--- config.mk ---
export PLATFORM = sky130hd
export DESIGN_NAME = skinny_round_ctrl
export DESIGN_NICKNAME = d
export VERILOG_FILES = /design/src/rtl/skinny_round_ctrl.sv
export SDC_FILE = /design/constraint.sdc
export NUM_CORES = 1
export LEC_CHECK = 0
export ABC_AREA = 1
export BUFFER_PORTS_ARGS = -buffer_cell sky130_fd_sc_hd__buf_2
export CORE_ASPECT_RATIO = 0.5
export CORE_MARGIN = 2
export CORE_UTILIZATION = 45
export CTS_BUF_LIST = sky130_fd_sc_hd__clkbuf_16
export CTS_CLUSTER_DIAMETER = 200
export DETAILED_ROUTE_END_ITERATION = 12
export GPL_TIMING_DRIVEN = 0
export PLACE_DENSITY_LB_ADDON = 0.2
export SLEW_MARGIN = 40
export SYNTH_ARGS = -nofsm -noshare
export SYNTH_HDL_FRONTEND = slang
export SYNTH_SLANG_ARGS = --single-unit
--- constraint.sdc ---
create_clock -name clk -period 1.3 [get_ports clk]
set_input_delay 0.065 -clock clk [delete_from_list [all_inputs] [get_ports clk]]
set_output_delay 0.065 -clock clk [all_outputs]
set_load 0.01 [all_outputs]
--- src/rtl/skinny_round_ctrl.sv ---
// ---------------------------------------------------------------------------
// skinny_round_ctrl
//
// Sequencer for the 32-bit serial Romulus-N / SKINNY-128-384+ datapath.
// Per accepted start it walks LOAD -> ROUND -> REVERT -> UNLOAD and drives
// every enable, select and round-constant input of the datapath.
//
// Ports
//   clk, rst              rising-edge clock, synchronous active-high reset
//   start                 block request, accepted only in IDLE
//   mode_decrypt/domain/  mode fields, latched on accept
//   mode_tk1s, inc_cnt
//   pdi_valid/pdi_ready   load-word handshake (ready high in LOAD)
//   pdo_valid/pdo_ready   unload-word handshake (valid high in UNLOAD)
//   busy, done            status; done pulses one cycle after last unload
//   s*/x*/y*/z*           state / TK2 / TK1 / TK3-counter register controls
//   correct_cnt, tk1s     counter LFSR source select, TK3 lane enable
//   constant              SKINNY round constant (0 outside ROUND)
//   domain, decrypt       domain byte / decrypt nibble to the datapath
// ---------------------------------------------------------------------------
module skinny_round_ctrl #(
  parameter int ROUNDS = 40,
  parameter int BEATS  = 4
) (
  input  logic       clk,
  input  logic       rst,
  input  logic       start,
  input  logic [3:0] mode_decrypt,
  input  logic [7:0] mode_domain,
  input  logic       mode_tk1s,
  input  logic       inc_cnt,
  input  logic       pdi_valid,
  input  logic       pdo_ready,
  output logic       pdi_ready,
  output logic       pdo_valid,
  output logic       busy,
  output logic       done,
  output logic       srst,
  output logic       senc,
  output logic       sse,
  output logic       xrst,
  output logic       xenc,
  output logic       xse,
  output logic       yrst,
  output logic       yenc,
  output logic       yse,
  output logic       zrst,
  output logic       zenc,
  output logic       zse,
  output logic       correct_cnt,
  output logic       tk1s,
  output logic [5:0] constant,
  output logic [7:0] domain,
  output logic [3:0] decrypt
);

  localparam int BW = (BEATS > 1) ? $clog2(BEATS) : 1;
  localparam int RW = (ROUNDS > 1) ? $clog2(ROUNDS) : 1;
  localparam logic [BW-1:0] BEAT_LAST  = BW'(BEATS - 1);
  localparam logic [RW-1:0] ROUND_LAST = RW'(ROUNDS - 1);
  localparam logic [5:0]    RC_INIT    = 6'h01;

  typedef enum logic [2:0] {
    S_IDLE,
    S_LOAD,
    S_ROUND,
    S_REVERT,
    S_UNLOAD
  } state_t;

  // Sequencer state
  state_t         state_q, state_d;
  logic [BW-1:0]  beat_q, beat_d;
  logic [RW-1:0]  rnd_q, rnd_d;
  logic [5:0]     rc_q, rc_d;

  // Mode fields captured on accept
  logic [3:0]     dec_lat_q, dec_lat_d;
  logic [7:0]     dom_lat_q, dom_lat_d;
  logic           tk1s_lat_q, tk1s_lat_d;
  logic           inc_lat_q, inc_lat_d;

  // Registered control outputs
  logic           res_q;
  logic           busy_q, busy_d;
  logic           done_q, done_d;
  logic           pdi_ready_q, pdi_ready_d;
  logic           pdo_valid_q, pdo_valid_d;
  logic           round_en_q, round_en_d;
  logic           revert_q, revert_d;
  logic           correct_cnt_q, correct_cnt_d;
  logic           tk1s_q, tk1s_d;
  logic [5:0]     constant_q, constant_d;
  logic [7:0]     domain_q, domain_d;
  logic [3:0]     decrypt_q, decrypt_d;

  // Next-state and next-output logic. Outputs are computed from the next
  // state so that each register already reflects the state it belongs to.
  always_comb begin
    state_d    = state_q;
    beat_d     = beat_q;
    rnd_d      = rnd_q;
    rc_d       = rc_q;
    dec_lat_d  = dec_lat_q;
    dom_lat_d  = dom_lat_q;
    tk1s_lat_d = tk1s_lat_q;
    inc_lat_d  = inc_lat_q;
    done_d     = 1'b0;

    case (state_q)
      S_IDLE: begin
        if (start) begin
          dec_lat_d  = mode_decrypt;
          dom_lat_d  = mode_domain;
          tk1s_lat_d = mode_tk1s;
          inc_lat_d  = inc_cnt;
          beat_d     = '0;
          state_d    = S_LOAD;
        end
      end

      S_LOAD: begin
        if (pdi_valid) begin
          if (beat_q == BEAT_LAST) begin
            beat_d  = '0;
            rnd_d   = '0;
            rc_d    = RC_INIT;
            state_d = S_ROUND;
          end else begin
            beat_d = beat_q + 1'b1;
          end
        end
      end

      S_ROUND: begin
        // 6-bit SKINNY round-constant LFSR
        rc_d = {rc_q[4:0], ~(rc_q[5] ^ rc_q[4])};
        if (rnd_q == ROUND_LAST) begin
          state_d = S_REVERT;
        end else begin
          rnd_d = rnd_q + 1'b1;
        end
      end

      S_REVERT: begin
        beat_d  = '0;
        state_d = S_UNLOAD;
      end

      S_UNLOAD: begin
        if (pdo_ready) begin
          if (beat_q == BEAT_LAST) begin
            beat_d  = '0;
            done_d  = 1'b1;
            state_d = S_IDLE;
          end else begin
            beat_d = beat_q + 1'b1;
          end
        end
      end

      default: begin
        state_d = S_IDLE;
      end
    endcase

    busy_d        = (state_d != S_IDLE);
    pdi_ready_d   = (state_d == S_LOAD);
    pdo_valid_d   = (state_d == S_UNLOAD);
    round_en_d    = (state_d == S_ROUND);
    revert_d      = (state_d == S_REVERT);
    correct_cnt_d = (state_d == S_REVERT) & inc_lat_d;
    tk1s_d        = (state_d == S_ROUND) & tk1s_lat_d;
    constant_d    = (state_d == S_ROUND) ? rc_d : 6'h00;
    domain_d      = (state_d != S_IDLE) ? dom_lat_d : 8'h00;
    decrypt_d     = (state_d == S_UNLOAD) ? dec_lat_d : 4'h0;
  end

  always_ff @(posedge clk) begin
    if (rst) begin
      state_q       <= S_IDLE;
      beat_q        <= '0;
      rnd_q         <= '0;
      rc_q          <= RC_INIT;
      dec_lat_q     <= 4'h0;
      dom_lat_q     <= 8'h00;
      tk1s_lat_q    <= 1'b0;
      inc_lat_q     <= 1'b0;
      res_q         <= 1'b1;
      busy_q        <= 1'b0;
      done_q        <= 1'b0;
      pdi_ready_q   <= 1'b0;
      pdo_valid_q   <= 1'b0;
      round_en_q    <= 1'b0;
      revert_q      <= 1'b0;
      correct_cnt_q <= 1'b0;
      tk1s_q        <= 1'b0;
      constant_q    <= 6'h00;
      domain_q      <= 8'h00;
      decrypt_q     <= 4'h0;
    end else begin
      state_q       <= state_d;
      beat_q        <= beat_d;
      rnd_q         <= rnd_d;
      rc_q          <= rc_d;
      dec_lat_q     <= dec_lat_d;
      dom_lat_q     <= dom_lat_d;
      tk1s_lat_q    <= tk1s_lat_d;
      inc_lat_q     <= inc_lat_d;
      res_q         <= 1'b0;
      busy_q        <= busy_d;
      done_q        <= done_d;
      pdi_ready_q   <= pdi_ready_d;
      pdo_valid_q   <= pdo_valid_d;
      round_en_q    <= round_en_d;
      revert_q      <= revert_d;
      correct_cnt_q <= correct_cnt_d;
      tk1s_q        <= tk1s_d;
      constant_q    <= constant_d;
      domain_q      <= domain_d;
      decrypt_q     <= decrypt_d;
    end
  end

  // Shift enables in LOAD/UNLOAD are the registered phase flag qualified by
  // the live handshake, so a word shifts exactly in the cycle it is
  // transferred and a stalled cycle shifts nothing.
  logic load_shift;
  logic unload_shift;
  assign load_shift   = pdi_ready_q & pdi_valid;
  assign unload_shift = pdo_valid_q & pdo_ready;

  // Register clears come only from rst; the counter lane (z) therefore
  // keeps its value from block to block.
  assign srst = res_q;
  assign xrst = res_q;
  assign yrst = res_q;
  assign zrst = res_q;

  assign senc = round_en_q;
  assign xenc = round_en_q;
  assign yenc = round_en_q;
  assign zenc = round_en_q;

  assign sse  = load_shift | unload_shift;
  // REVERT reloads TK1/TK2/TK3 from their shadow path via the shift input
  assign xse  = load_shift | revert_q;
  assign yse  = load_shift | revert_q;
  assign zse  = revert_q;

  assign pdi_ready   = pdi_ready_q;
  assign pdo_valid   = pdo_valid_q;
  assign busy        = busy_q;
  assign done        = done_q;
  assign correct_cnt = correct_cnt_q;
  assign tk1s        = tk1s_q;
  assign constant    = constant_q;
  assign domain      = domain_q;
  assign decrypt     = decrypt_q;

endmodule

==> impl_metrics.py <==
metrics = {
    "worst_hold_path": {
        "hold_path.class": "input pin to flip-flop",
        "holdCritStartpoint": "mode_domain[6]",
    },
    "cts": {
        "path_clk_slew_ns": 0.06,
        "ctsHtreeMaxLevel": 3,
        "cts_tree": "built",
        "numCtsBuffers": 9,
        "clockBufferDepth": 2,
        "clock_sinks": 58,
        "clkLatencyLatePin_ns": 0.33,
        "root_buffer": "clkbuf_16",
    },
    "timing": {
        "slew_violations": 0,
        "finalSetupViolCount": 43,
        "fmax_mhz": 722,
        "tightestPinTransition_ns": 0.641,
        "finClkSkew_ns": 0.00874,
        "fin_crit_ns": 1.38,
        "setup_slack_ns": -0.0846,
        "fin_crit_sh_pct": 107,
        "rsz0062_at_grt": "true",
        "hold_violations": 0,
        "maxSlewHeadroom_pct": 57.3,
    },
    "final_layout": {
        "layout_common_cells": "55 x buf_2, 51 x dfxtp_1, 39 x nor2_1",
        "antennaDiodeCount": 0,
        "area_growth_pct": 49.4,
        "final_common_cell": "buf_2",
        "fin_nets": 381,
        "fin_util_pct": 69.6,
        "fin_cells": 435,
        "drive_above_1_share_pct": 47.7,
    },
    "power": {
        "leakage_uw": 0.00161,
        "power_density_mw_per_mm2": 1420,
        "peakVddDrop_uv": 901,
    },
    "die": {
        "die-area_sq_mm": 0.00573,
        "core_area_sq_mm": 0.00493,
        "initial_utilization_pct": 46.6,
        "num_rows": 18,
        "die_height_um": 54.5,
        "ios": 55,
        "die_w_um": 105,
    },
    "synthesis": {
        "ys_warn_count": 0,
        "synthDistinctLibCells": 32,
        "synthXorXnorAreaFrac_pct": 0.381,
        "synth_edf_count": 0,
        "syn_area_sq_mm": 0.00230,
        "synth_flop_cell": "dfxtp_1",
        "synth-simple-area-share_pct": 31.2,
        "syn-mean-instance-area_sq_um": 8.42,
        "postSynthNetCount": 294,
        "synthMuxAreaShare_pct": 0,
        "synth-async-reset-ratio_pct": 0,
        "synth_seq_cells": 58,
        "syn_inst": 273,
        "synthAdderAreaFrac_pct": 1.09,
        "ys_seq_area_share_pct": 50.5,
        "synth_top_family_by_area": "simple AND/OR/NAND/NOR gates",
        "synth-compound-area-share_pct": 6.48,
    },
    "detailed_routing": {
        "drcViolationCount": 0,
        "wl_met2_um": 2790,
        "ant_nets": 0,
        "firstDrtPassIters": 5,
        "dr_total_vias": 2105,
        "wl_met3_um": 307,
        "met1Wirelength_um": 2530,
        "wl_per_cell_um": 13.2,
        "top_layer": "met4",
        "vias_per_cell": 4.84,
        "drt_iter0_drc": 86,
        "finalWirelength_um": 5730,
    },
    "worst_setup_path": {
        "worstPathMaxFanout": 5,
        "critPathCapture": "domain[7]",
        "slowest_stage": "dfxtp_4",
        "cp_common_cell": "nor2_4",
        "worstSetupPathType": "flip-flop to flip-flop",
        "reg2reg_to": "domain[7]",
        "cp.depth": 9,
        "crit_chain": "inv_4 -> nand2_4 -> nor2_4 -> nand2_2 -> nand2_1 -> inv_2 -> nand3_4 -> nor2_4 -> nor2_1",
        "path_buf_inv": 2,
        "cp.required_ns": 1.51,
        "regToRegSetupSlack_ns": -0.08,
        "r2r_cells": 9,
        "setup.worst_path.start": "state_q[0]",
        "startpoint_type": "flip-flop",
        "critical-path-top-delay-family": "simple AND/OR/NAND/NOR gates",
        "endpoint_kind": "flip-flop",
        "rr_startpoint": "state_q[0]",
        "cpPeakStageDelay_ns": 0.38,
        "cp_data_arrival_time_ns": 1.59,
    },
    "place": {
        "dp.final_hpwl_um": 3240,
        "port_buffers": 54,
        "placed_cells": 397,
        "gp_congestion": 0.887,
    },
    "run_status": {
        "outcome": "finished with violations",
        "violations": "setup timing",
    },
    "grt": {
        "grt_antenna_before_repair": 0,
        "grt_pass1_vias": 1839,
        "grt_max_degree": 11,
        "grt_overflow": 0,
        "grtUsageTotal_pct": 19.4,
        "grt_pass1_wl_um": 8270,
    },
    "job": {
        "cap_violations": 0,
    },
}
logic make-up (layout without fill, tap and decap cells):
kind of cell | Yosys count | count (layout)
and+or+nand+nor | 139 | 141
AOI/OAI and AO/OA | 25 | 25
buffers and inverters | 48 | 138
adders and majority gates | 2 | 2
DFF | 58 | 58
xor gates and xnor gates | 1 | 1
cell usage after synthesis (4+ instances only):
library cell	number	area, sq um
or2_2	10	62.6
inv_2	7	26.3
nand2_4	4	45.0
a21oi_1	8	40.0
dfxtp_1	58	1160
buf_4	7	52.6
buf_6	4	45.0
a22oi_1	5	37.5
or2_0	4	25.0
o21ai_1	6	30.0
nand2_1	34	128
nor2_1	47	176
nand3_1	13	65.1
inv_1	26	97.6
or2_1	7	43.8
nand3_2	7	70.1
worst min-delay path: cells and delay by family:
| family | cells | cell delay (ns) |
|---|---|---|
| simple gates | 2 | 0.17 |
| buf+inv | 2 | 0.12 |
stage by stage:
step	TNS (ns)	power, uW	area (sq um)	worst slack [ns]	hold slack [ns]
CTS	-1.63	4830	3220	-0.0961	0.0222
detailed placement	-4.63	2310	2660	-0.178	0.200
global route	-4.72	5030	3430	-0.159	0.0569
floorplan	0	2180	2300	0.00457	0.0927
global placement	-3.60	2290	2660	-0.154	0.199
finish	-1.72	4860	3430	-0.0846	0.0548
registers in the layout (all words and copies together), names as in the netlist:
signal / flops
dom_lat_q: 8
domain: 8
constant: 6
rc_q: 6
rnd_q: 6
dec_lat_q: 4
decrypt: 4
state_q: 3
beat_q: 2
busy: 1
correct_cnt: 1
done: 1
inc_lat_q: 1
pdi_ready: 1
pdo_valid: 1
senc: 1
srst: 1
tk1s: 1
tk1s_lat_q: 1
zse: 1
how the worst min path moves through the flow:
| stage | depth (start not counted) | endpoint | slack, ns |
|---|---|---|---|
| after floorplan | 0 | srst | 0.09 |
| after global placement | 1 | srst | 0.20 |
| after detailed placement | 1 | srst | 0.20 |
| after CTS | 3 | done | 0.02 |
| after global routing | 4 | dom_lat_q[6] | 0.06 |
| final | 4 | dom_lat_q[6] | 0.05 |
power by group:
| part | internal, uW | total [uW] | switching, uW |
|---|---|---|---|
| Combinational | 227 | 520 | 293 |
| Sequential | 1850 | 1880 | 30.3 |
| Clock | 1650 | 2460 | 806 |
| Total | 3730 | 4860 | 1130 |
per-layer routing:
metal / vias up / GRT usage (%)
met2: 70 / 32.7
li1: 1033 / -
met4: 0 / 10.2
met1: 988 / 22.3
met5: - / 0
met3: 14 / 7.38
layout make-up:
type                            count  area, sq um
Inverter                           33          144
Timing Repair Buffer               75          470
Clock buffer                        9          225
Multi-Input combinational cell    169         1140
Tap cell                           70         87.6
Sequential cell                    58         1180
Buffer                             14          105
Clock inverter                      7         85.1
Fill cell                         359         1500
timing repair:
item / 4_1_cts / 5_1_grt
hold buffers: 2 / 0
endpoints found under the setup margin: 49 / 55
pin swaps: 11 / 19
hold endpoints to repair: 2 / 0
gates cloned: 3 / 0
setup buffers: 6 / 12
gates resized for setup: 37 / 35
No activity file was read; power rests on OpenSTA's default activity.
